===== src/rtl/mips_fetch_queue_if.sv =====
// Fetch-queue bundle: branch/halt control, instruction-memory req/ack port and the
// IR/NPC valid/ready port towards IF.
//   redirect_valid/redirect_pc  taken branch/jump and its word target
//   halt                        HLT decoded; stops new fetches until reset
//   mem_req/mem_addr            word read request, held until mem_ack
//   mem_ack/mem_rdata           read completion and instruction word
//   out_valid/out_ir/out_npc    FIFO head (instruction and its PC+1)
//   out_ready                   IF consumes the head this cycle
// master: the fetch queue itself. slave: the surrounding pipeline and memory.
interface mips_fetch_queue_if #(
  parameter int unsigned ADDR_W = 10
);
  logic              redirect_valid;
  logic [31:0]       redirect_pc;
  logic              halt;
  logic              mem_req;
  logic [ADDR_W-1:0] mem_addr;
  logic              mem_ack;
  logic [31:0]       mem_rdata;
  logic              out_valid;
  logic [31:0]       out_ir;
  logic [31:0]       out_npc;
  logic              out_ready;

  modport master (
    input  redirect_valid, redirect_pc, halt, mem_ack, mem_rdata, out_ready,
    output mem_req, mem_addr, out_valid, out_ir, out_npc
  );

  modport slave (
    output redirect_valid, redirect_pc, halt, mem_ack, mem_rdata, out_ready,
    input  mem_req, mem_addr, out_valid, out_ir, out_npc
  );
endinterface


===== src/rtl/mips_fetch_queue.sv =====
// Instruction prefetch queue in front of the IF/ID register.
// Issues one word read at a time to instruction memory, buffers returned words with their
// PC+1 in a DEPTH-entry FIFO and presents the head to IF over valid/ready. A redirect
// flushes the FIFO and refetches from the new PC; halt stops new fetches until reset.
//   clk1  pipeline clock, all state on posedge
//   rst   synchronous active-high reset
//   bus   mips_fetch_queue_if.master (control, memory port, IF port)
module mips_fetch_queue #(
  parameter int unsigned DEPTH    = 4,
  parameter int unsigned ADDR_W   = 10,
  parameter logic [31:0] RESET_PC = 32'd0
) (
  input  logic                clk1,
  input  logic                rst,
  mips_fetch_queue_if.master  bus
);

  localparam int unsigned PtrW = (DEPTH > 1) ? $clog2(DEPTH) : 1;
  localparam int unsigned CntW = PtrW + 1;
  localparam logic [CntW-1:0] DepthC = CntW'(DEPTH);

  typedef enum logic [1:0] {StIdle, StWait, StDrain} state_e;

  state_e            state_q, state_d;
  logic [31:0]       fetch_pc_q, fetch_pc_d;
  logic [ADDR_W-1:0] addr_q, addr_d;
  logic              halted_q, halted_d;
  logic [CntW-1:0]   count_q, count_d;
  logic [PtrW-1:0]   rd_ptr_q, rd_ptr_d;
  logic [PtrW-1:0]   wr_ptr_q, wr_ptr_d;
  logic [31:0]       ir_q  [DEPTH];
  logic [31:0]       npc_q [DEPTH];
  logic              push, pop;

  always_comb begin
    state_d    = state_q;
    fetch_pc_d = fetch_pc_q;
    addr_d     = addr_q;
    halted_d   = halted_q | bus.halt;
    count_d    = count_q;
    rd_ptr_d   = rd_ptr_q;
    wr_ptr_d   = wr_ptr_q;
    push       = 1'b0;
    // A redirect cancels any pop in the same cycle.
    pop        = (count_q != '0) && bus.out_ready && !bus.redirect_valid;

    unique case (state_q)
      StIdle: begin
        // Nothing is outstanding here, so count < DEPTH guarantees room for the ack.
        if (!halted_d && !bus.redirect_valid && (count_q < DepthC)) begin
          addr_d  = fetch_pc_q[ADDR_W-1:0];
          state_d = StWait;
        end
      end
      StWait: begin
        if (bus.mem_ack) begin
          state_d = StIdle;
          if (!bus.redirect_valid) begin
            push       = 1'b1;
            fetch_pc_d = fetch_pc_q + 32'd1;
          end
        end else if (bus.redirect_valid) begin
          state_d = StDrain;
        end
      end
      StDrain: begin
        // Stale request: keep it up until memory answers, then drop the data.
        if (bus.mem_ack) state_d = StIdle;
      end
      default: state_d = StIdle;
    endcase

    if (bus.redirect_valid) begin
      fetch_pc_d = bus.redirect_pc;
      count_d    = '0;
      rd_ptr_d   = '0;
      wr_ptr_d   = '0;
    end else begin
      if (push) wr_ptr_d = wr_ptr_q + PtrW'(1);
      if (pop)  rd_ptr_d = rd_ptr_q + PtrW'(1);
      unique case ({push, pop})
        2'b10:   count_d = count_q + CntW'(1);
        2'b01:   count_d = count_q - CntW'(1);
        default: count_d = count_q;
      endcase
    end
  end

  always_ff @(posedge clk1) begin
    if (rst) begin
      state_q    <= StIdle;
      fetch_pc_q <= RESET_PC;
      addr_q     <= '0;
      halted_q   <= 1'b0;
      count_q    <= '0;
      rd_ptr_q   <= '0;
      wr_ptr_q   <= '0;
      for (int i = 0; i < int'(DEPTH); i++) begin
        ir_q[i]  <= '0;
        npc_q[i] <= '0;
      end
    end else begin
      state_q    <= state_d;
      fetch_pc_q <= fetch_pc_d;
      addr_q     <= addr_d;
      halted_q   <= halted_d;
      count_q    <= count_d;
      rd_ptr_q   <= rd_ptr_d;
      wr_ptr_q   <= wr_ptr_d;
      if (push) begin
        ir_q[wr_ptr_q]  <= bus.mem_rdata;
        npc_q[wr_ptr_q] <= fetch_pc_q + 32'd1;
      end
    end
  end

  assign bus.mem_req   = (state_q != StIdle);
  assign bus.mem_addr  = addr_q;
  assign bus.out_valid = (count_q != '0);
  assign bus.out_ir    = ir_q[rd_ptr_q];
  assign bus.out_npc   = npc_q[rd_ptr_q];

endmodule


===== src/flat_wrapper.sv =====
// flat-port wrapper written by rule: the top's interface ports become plain ports
module mips_fetch_queue_flat 
#(
  parameter int unsigned DEPTH    = 4,
  parameter int unsigned ADDR_W   = 10,
  parameter logic [31:0] RESET_PC = 32'd0
)
  (clk1, rst, bus_redirect_valid, bus_redirect_pc, bus_halt, bus_mem_ack, bus_mem_rdata, bus_out_ready, bus_mem_req, bus_mem_addr, bus_out_valid, bus_out_ir, bus_out_npc);
  mips_fetch_queue_if #(.ADDR_W(ADDR_W)) bus_i ();
  input  logic clk1;
  input  logic rst;
  input wire logic [$bits(bus_i.redirect_valid)-1:0] bus_redirect_valid;
  input wire logic [$bits(bus_i.redirect_pc)-1:0] bus_redirect_pc;
  input wire logic [$bits(bus_i.halt)-1:0] bus_halt;
  input wire logic [$bits(bus_i.mem_ack)-1:0] bus_mem_ack;
  input wire logic [$bits(bus_i.mem_rdata)-1:0] bus_mem_rdata;
  input wire logic [$bits(bus_i.out_ready)-1:0] bus_out_ready;
  output wire logic [$bits(bus_i.mem_req)-1:0] bus_mem_req;
  output wire logic [$bits(bus_i.mem_addr)-1:0] bus_mem_addr;
  output wire logic [$bits(bus_i.out_valid)-1:0] bus_out_valid;
  output wire logic [$bits(bus_i.out_ir)-1:0] bus_out_ir;
  output wire logic [$bits(bus_i.out_npc)-1:0] bus_out_npc;
  assign bus_i.redirect_valid = bus_redirect_valid;
  assign bus_i.redirect_pc = bus_redirect_pc;
  assign bus_i.halt = bus_halt;
  assign bus_i.mem_ack = bus_mem_ack;
  assign bus_i.mem_rdata = bus_mem_rdata;
  assign bus_i.out_ready = bus_out_ready;
  assign bus_mem_req = bus_i.mem_req;
  assign bus_mem_addr = bus_i.mem_addr;
  assign bus_out_valid = bus_i.out_valid;
  assign bus_out_ir = bus_i.out_ir;
  assign bus_out_npc = bus_i.out_npc;
  mips_fetch_queue #(.DEPTH(DEPTH), .ADDR_W(ADDR_W), .RESET_PC(RESET_PC)) u_core (.clk1(clk1), .rst(rst), .bus(bus_i));
endmodule

===== config.mk =====
export PLATFORM = sky130hd
export DESIGN_NAME = mips_fetch_queue_flat
export DESIGN_NICKNAME = d
export VERILOG_FILES = /design/src/rtl/mips_fetch_queue_if.sv /design/src/rtl/mips_fetch_queue.sv /design/src/flat_wrapper.sv
export SDC_FILE = /design/constraint.sdc
export NUM_CORES = 1
export LEC_CHECK = 0
export BUFFER_PORTS_ARGS = -buffer_cell sky130_fd_sc_hd__buf_2
export CAP_MARGIN = 20
export CORE_ASPECT_RATIO = 0.5
export CORE_UTILIZATION = 35
export DETAILED_ROUTE_END_ITERATION = 10
export GPL_TIMING_DRIVEN = 0
export PLACE_DENSITY = 0.54
export SKIP_LAST_GASP = 1
export SYNTH_ARGS = -nofsm -noshare
export SYNTH_HDL_FRONTEND = slang
export SYNTH_SLANG_ARGS = --single-unit

===== constraint.sdc =====
create_clock -name clk1 -period 4.65 [get_ports clk1]
set_input_delay 0.93 -clock clk1 [delete_from_list [all_inputs] [get_ports clk1]]
set_output_delay 0.93 -clock clk1 [all_outputs]
set_load 0.05 [all_outputs]

After elaboration in Yosys (flattened, before gate mapping):

Memory sizes are Yosys's and may differ from the RTL's. A register that Yosys moved wholly into a read port is not among the register bits.
Cells that the tools add are included.

* flip-flop bits (word level): 52
* RAM bits: 256
* input bits: 70
* output and inout bits: 76
* word-level logic and storage cells: 68
* memories kept: 2

Memories
* u_core.ir_q: depth 4, width 32, rd ports 1, clocked after Yosys merged registers in 1, wr ports 4, line mips_fetch_queue.sv:31 `logic [31:0] ir_q [DEPTH];`
* u_core.npc_q: depth 4, width 32, rd ports 1, clocked after Yosys merged registers in 1, wr ports 4, line mips_fetch_queue.sv:32 `logic [31:0] npc_q [DEPTH];`

* add/sub/neg operators: 5
* magnitude comparators: 1
* eq/ne operators: 7
* mux-type cells: 27
* bitwise logic cells: 1
* reduce and logical (&&, ||, !) cells: 18

Operators with widths (count)
* $mux W32: 5
* $reduce_or A32 Y1: 2
* $add A32 B1 Y32 const B: 1
* $mux W2: 10
* $mux W1: 10
* $reduce_bool A2 Y1: 4
* $pmux W2 S3: 1
* $pmux W3 S2: 1
* $add A2 B1 Y2 const B: 2
* $eq A2 B1 Y1 const B: 2
* $eq A2 B2 Y1 const B: 2
* $logic_and A1 B1 Y1: 4
* $reduce_and A2 Y1: 2
* $add A3 B1 Y3 const B: 1
* $lt A3 B3 Y1 const B: 1
* $ne A3 B3 Y1 const B: 1
* $reduce_and A3 Y1: 1
* $reduce_bool A3 Y1: 1
* $sub A3 B1 Y3 const B: 1
* $logic_not A1 Y1: 2
* $logic_not A2 Y1: 1
* $ne A2 B1 Y1 const B: 1
* $ne A2 B2 Y1 const B: 1
* $reduce_or A2 Y1: 1
* $or A1 B1 Y1: 1

Depth between registers and ports, before layout:

* word-level depth: 8
* depth in mapped cells: 11
* mapped depth without buffers: 9

Worst setup path after synthesis:

Ideal clock, no wire load.

* path type: input -> register
* from: in bus_mem_ack
* to: mem u_core.ir_q[2][0], enable pin
* library setup time: 0.499 ns
* data arrival time: 4.555 ns
* required time: 4.151 ns
* slack: -0.404 ns
* stages: 6
* buffers on the path: 2
* path through: nand3b_2 > buf_6 > clkbuf_1 > nor2_1 > inv_1 > o21bai_1

RTL lines
* start: declaration: line flat_wrapper.sv:15 `input wire logic [$bits(bus_i.mem_ack)-1:0] bus_mem_ack;`
* end: declaration: line mips_fetch_queue.sv:31

==> qor.csv <==
metric,value,unit
final hold violation count,0,
Worst Reg-to-Reg Cells,8,
wire length per cell,19.5,µm
clock skew,0.0236,ns
DRC Markers,0,
P per Cell Area,363,nW/µm²
final core utilization,42.7,%
fraction of layout cells with a size suffix above 1,24.3,%
# H-tree levels,1,
crit end category,output port,
routed wire length,34600,µm
hpwl dp,23500,µm
Final setup viols,0,
cell area after synthesis,13800,µm²
actual slew at the worst max-slew pin,0.804,ns
Post-CTS Repair Setup Buffers,0,
Num CTS Buffers,31,
Synthesized Nets,1121,
f_max,273,MHz
grt ovf,0,
Ports,146,
Pwr Total,0.00590,W
most frequent cells in the layout,"256 x edfxtp_1, 249 x nor2_1, 163 x buf_2",
global-route wire length before repair,52600,µm
Clock Latency Late Sink,0.57,ns
Hold Path Class,register to register,
Row Count,50,
Area Overhead vs Synth,17.9,%
max-cap check violation count,0,
crit path DAT,2.73,ns
hold slack,0.494,ns
CTS resizes,0,
static leakage,6.07,nW
full die area,40200,µm²
"Seq/Total Area, Yosys",63.6,%
reg-to-reg startpoint,u_core.state_q[1],
slew margin rel.,46.2,%
"commonest non-fill, non-tap cell in the layout",edfxtp_1,
gpl congestion,0.846,
CTS Sinks,310,
"Distinct cells, synth",48,
n_diodes,0,
Initial Utilization,36.2,%
total track usage,17.5,%
Die Span Y,142,µm
"CTS clk-pin slew, worst paths",0.06,ns
Max VDD drop,0.219,mV
"Hold-fix buffers, CTS",0,
Clock Path Buffers,3,
Routed Antenna Nets,0,
status,finished clean,
FF-to-FF End,u_core.ir_q[2][20],
"Slew Viols, Final",0,
Via density,4.90,
Hold Path Stages,2,
area of the multi-input gates,4590,µm²
final period utilization,78.8,%
CTS tree,built,
First-pass DRT Iterations,7,
antenna violations before repair,1,
via count,8690,
CP Max Fanout,10,
RSZ-0062 raised after global routing,no,
hold path startpoint,u_core.bus.mem_addr[4],
sequential cell area,8770,µm²
die width,283,µm
synthesized flop and latch total,310,
"Avg Cell Area, Syn",13.2,µm²
core area,38100,µm²
Worst EP required,3.72,ns
Root Driver,clkbuf_16,
Port Buffer Count,145,
1st-iter DRT viols,502,
type of origin of the critical path,register,
R2R Setup Slk,1.65,ns
Hold Path End,u_core.bus.mem_addr[4],
Mapped Cells,1048,
Filler Cell Count,3591,
fin nets,1305,
number of global-route vias before repair,9009,
yosys warns,0,
Final min period,3.66,ns
critical path type,register to output port,
largest net degree at the start of global routing,51,
-- registers in the layout, summed over array words and instances, names as in the netlist, named ones only --
register             flops
u_core.bus.mem_addr     10
u_core.count_q           3
u_core.fetch_pc_q       32
u_core.halted_q          1
u_core.ir_q            128
u_core.npc_q           128
u_core.rd_ptr_q          2
u_core.state_q           2
u_core.wr_ptr_q          2
-- synthesized netlist by cell type, drive strengths merged --
library cell  count  area share [%]
a21oi            10            0.36
ha                2            0.18
buf              28             1.1
edfxtp          256              56
nand3b            1           0.082
mux4             64              10
and2             33             1.5
a31o              1           0.064
fa                1            0.15
a31oi             1           0.045
nand2            60             1.7
xnor2            16             1.0
and3              2           0.091
o21bai            2            0.11
xor2             48             3.0
nor2            249             6.8
nand3            24             1.0
o21ai             3            0.11
nand2b            5            0.23
nor4              9            0.87
inv              42             1.1
nand4            12            0.68
nand4b            5            0.32
or4b              1           0.073
and4              3            0.19
o22ai             1           0.045
clkbuf           42             1.2
or3               8            0.36
mux2i            17             1.2
a211oi           18            0.98
or2               4            0.18
nor3             23            0.95
o21a              1           0.054
and3b             1           0.064
a311oi            1           0.064
dfxtp            54             7.8
-- worst max-delay path by stage --
stage	end	startpoint	cells after the start
after global placement	u_core.ir_q[2][18]	bus_mem_ack	7
after CTS	bus_out_npc[27]	register	4
final	bus_out_npc[27]	register	4
after floorplan	u_core.ir_q[0][0]	bus_redirect_valid	5
after global routing	bus_out_ir[25]	register	4
after detailed placement	u_core.ir_q[2][18]	bus_mem_ack	9
-- power breakdown --
| group | internal [W] | leakage [nW] | switching, W | total [W] |
|---|---|---|---|---|
| Combinational | 0.000124 | 2.53 | 0.000275 | 0.000399 |
| Clock | 0.00132 | 0.450 | 0.00104 | 0.00236 |
| Sequential | 0.00309 | 3.09 | 0.0000431 | 0.00314 |
| Total | 0.00454 | 6.07 | 0.00136 | 0.00590 |
-- worst max-delay path, stage by stage, from the launching register on --
cell and delay, ns:
dfxtp_1 0.31, clkbuf_1 0.52, clkbuf_1 0.64, mux4_2 0.45, buf_2 0.24
-- layer usage --
layer  share of wire (%)  up-vias  GRT usage (%)
met5               0.029        -              0
met4                 1.7        2           3.30
met3                 4.1       37           2.81
met2                  51      161           30.7
met1                  43     4382           22.9
li1                    -     4108              -
-- per-stage QoR --
stage | cells | setup WS (ns) | area, µm² | TNS [ns]
2_1_floorplan | 1048 | 0.789 | 13800 | 0
3_3_place_gp | 1713 | -0.985 | 15200 | -167.37
3_5_place_dp | 1719 | 1.06 | 15300 | 0
4_1_cts | 1773 | 0.871 | 16300 | 0
5_1_grt | 1773 | 0.800 | 16300 | 0
6_report | 1773 | 0.985 | 16300 | 0
-- final cells by class --
| class | instances | share of cell area [%] |
|---|---|---|
| inverter | 42 | 0.970 |
| sequential | 310 | 53.9 |
| clock inverter | 17 | 0.801 |
| clock buffer | 37 | 4.91 |
| buffer | 70 | 1.93 |
| multi-input combinational | 626 | 28.2 |
| tap | 520 | 4.00 |
| timing repair buffer | 151 | 5.22 |
-- logic make-up after synthesis --
group / after synthesis / synth area share [%]
xor gates and xnor gates: 64 / 4.06
buffers and inverters: 112 / 3.42
DFF: 310 / 63.6
muxes: 81 / 11.7
adders and majority gates: 3 / 0.327
AOI/OAI and AO/OA: 38 / 1.83
and+or+nand+nor: 440 / 15.1
No activity file was read; power rests on OpenSTA's default activity.
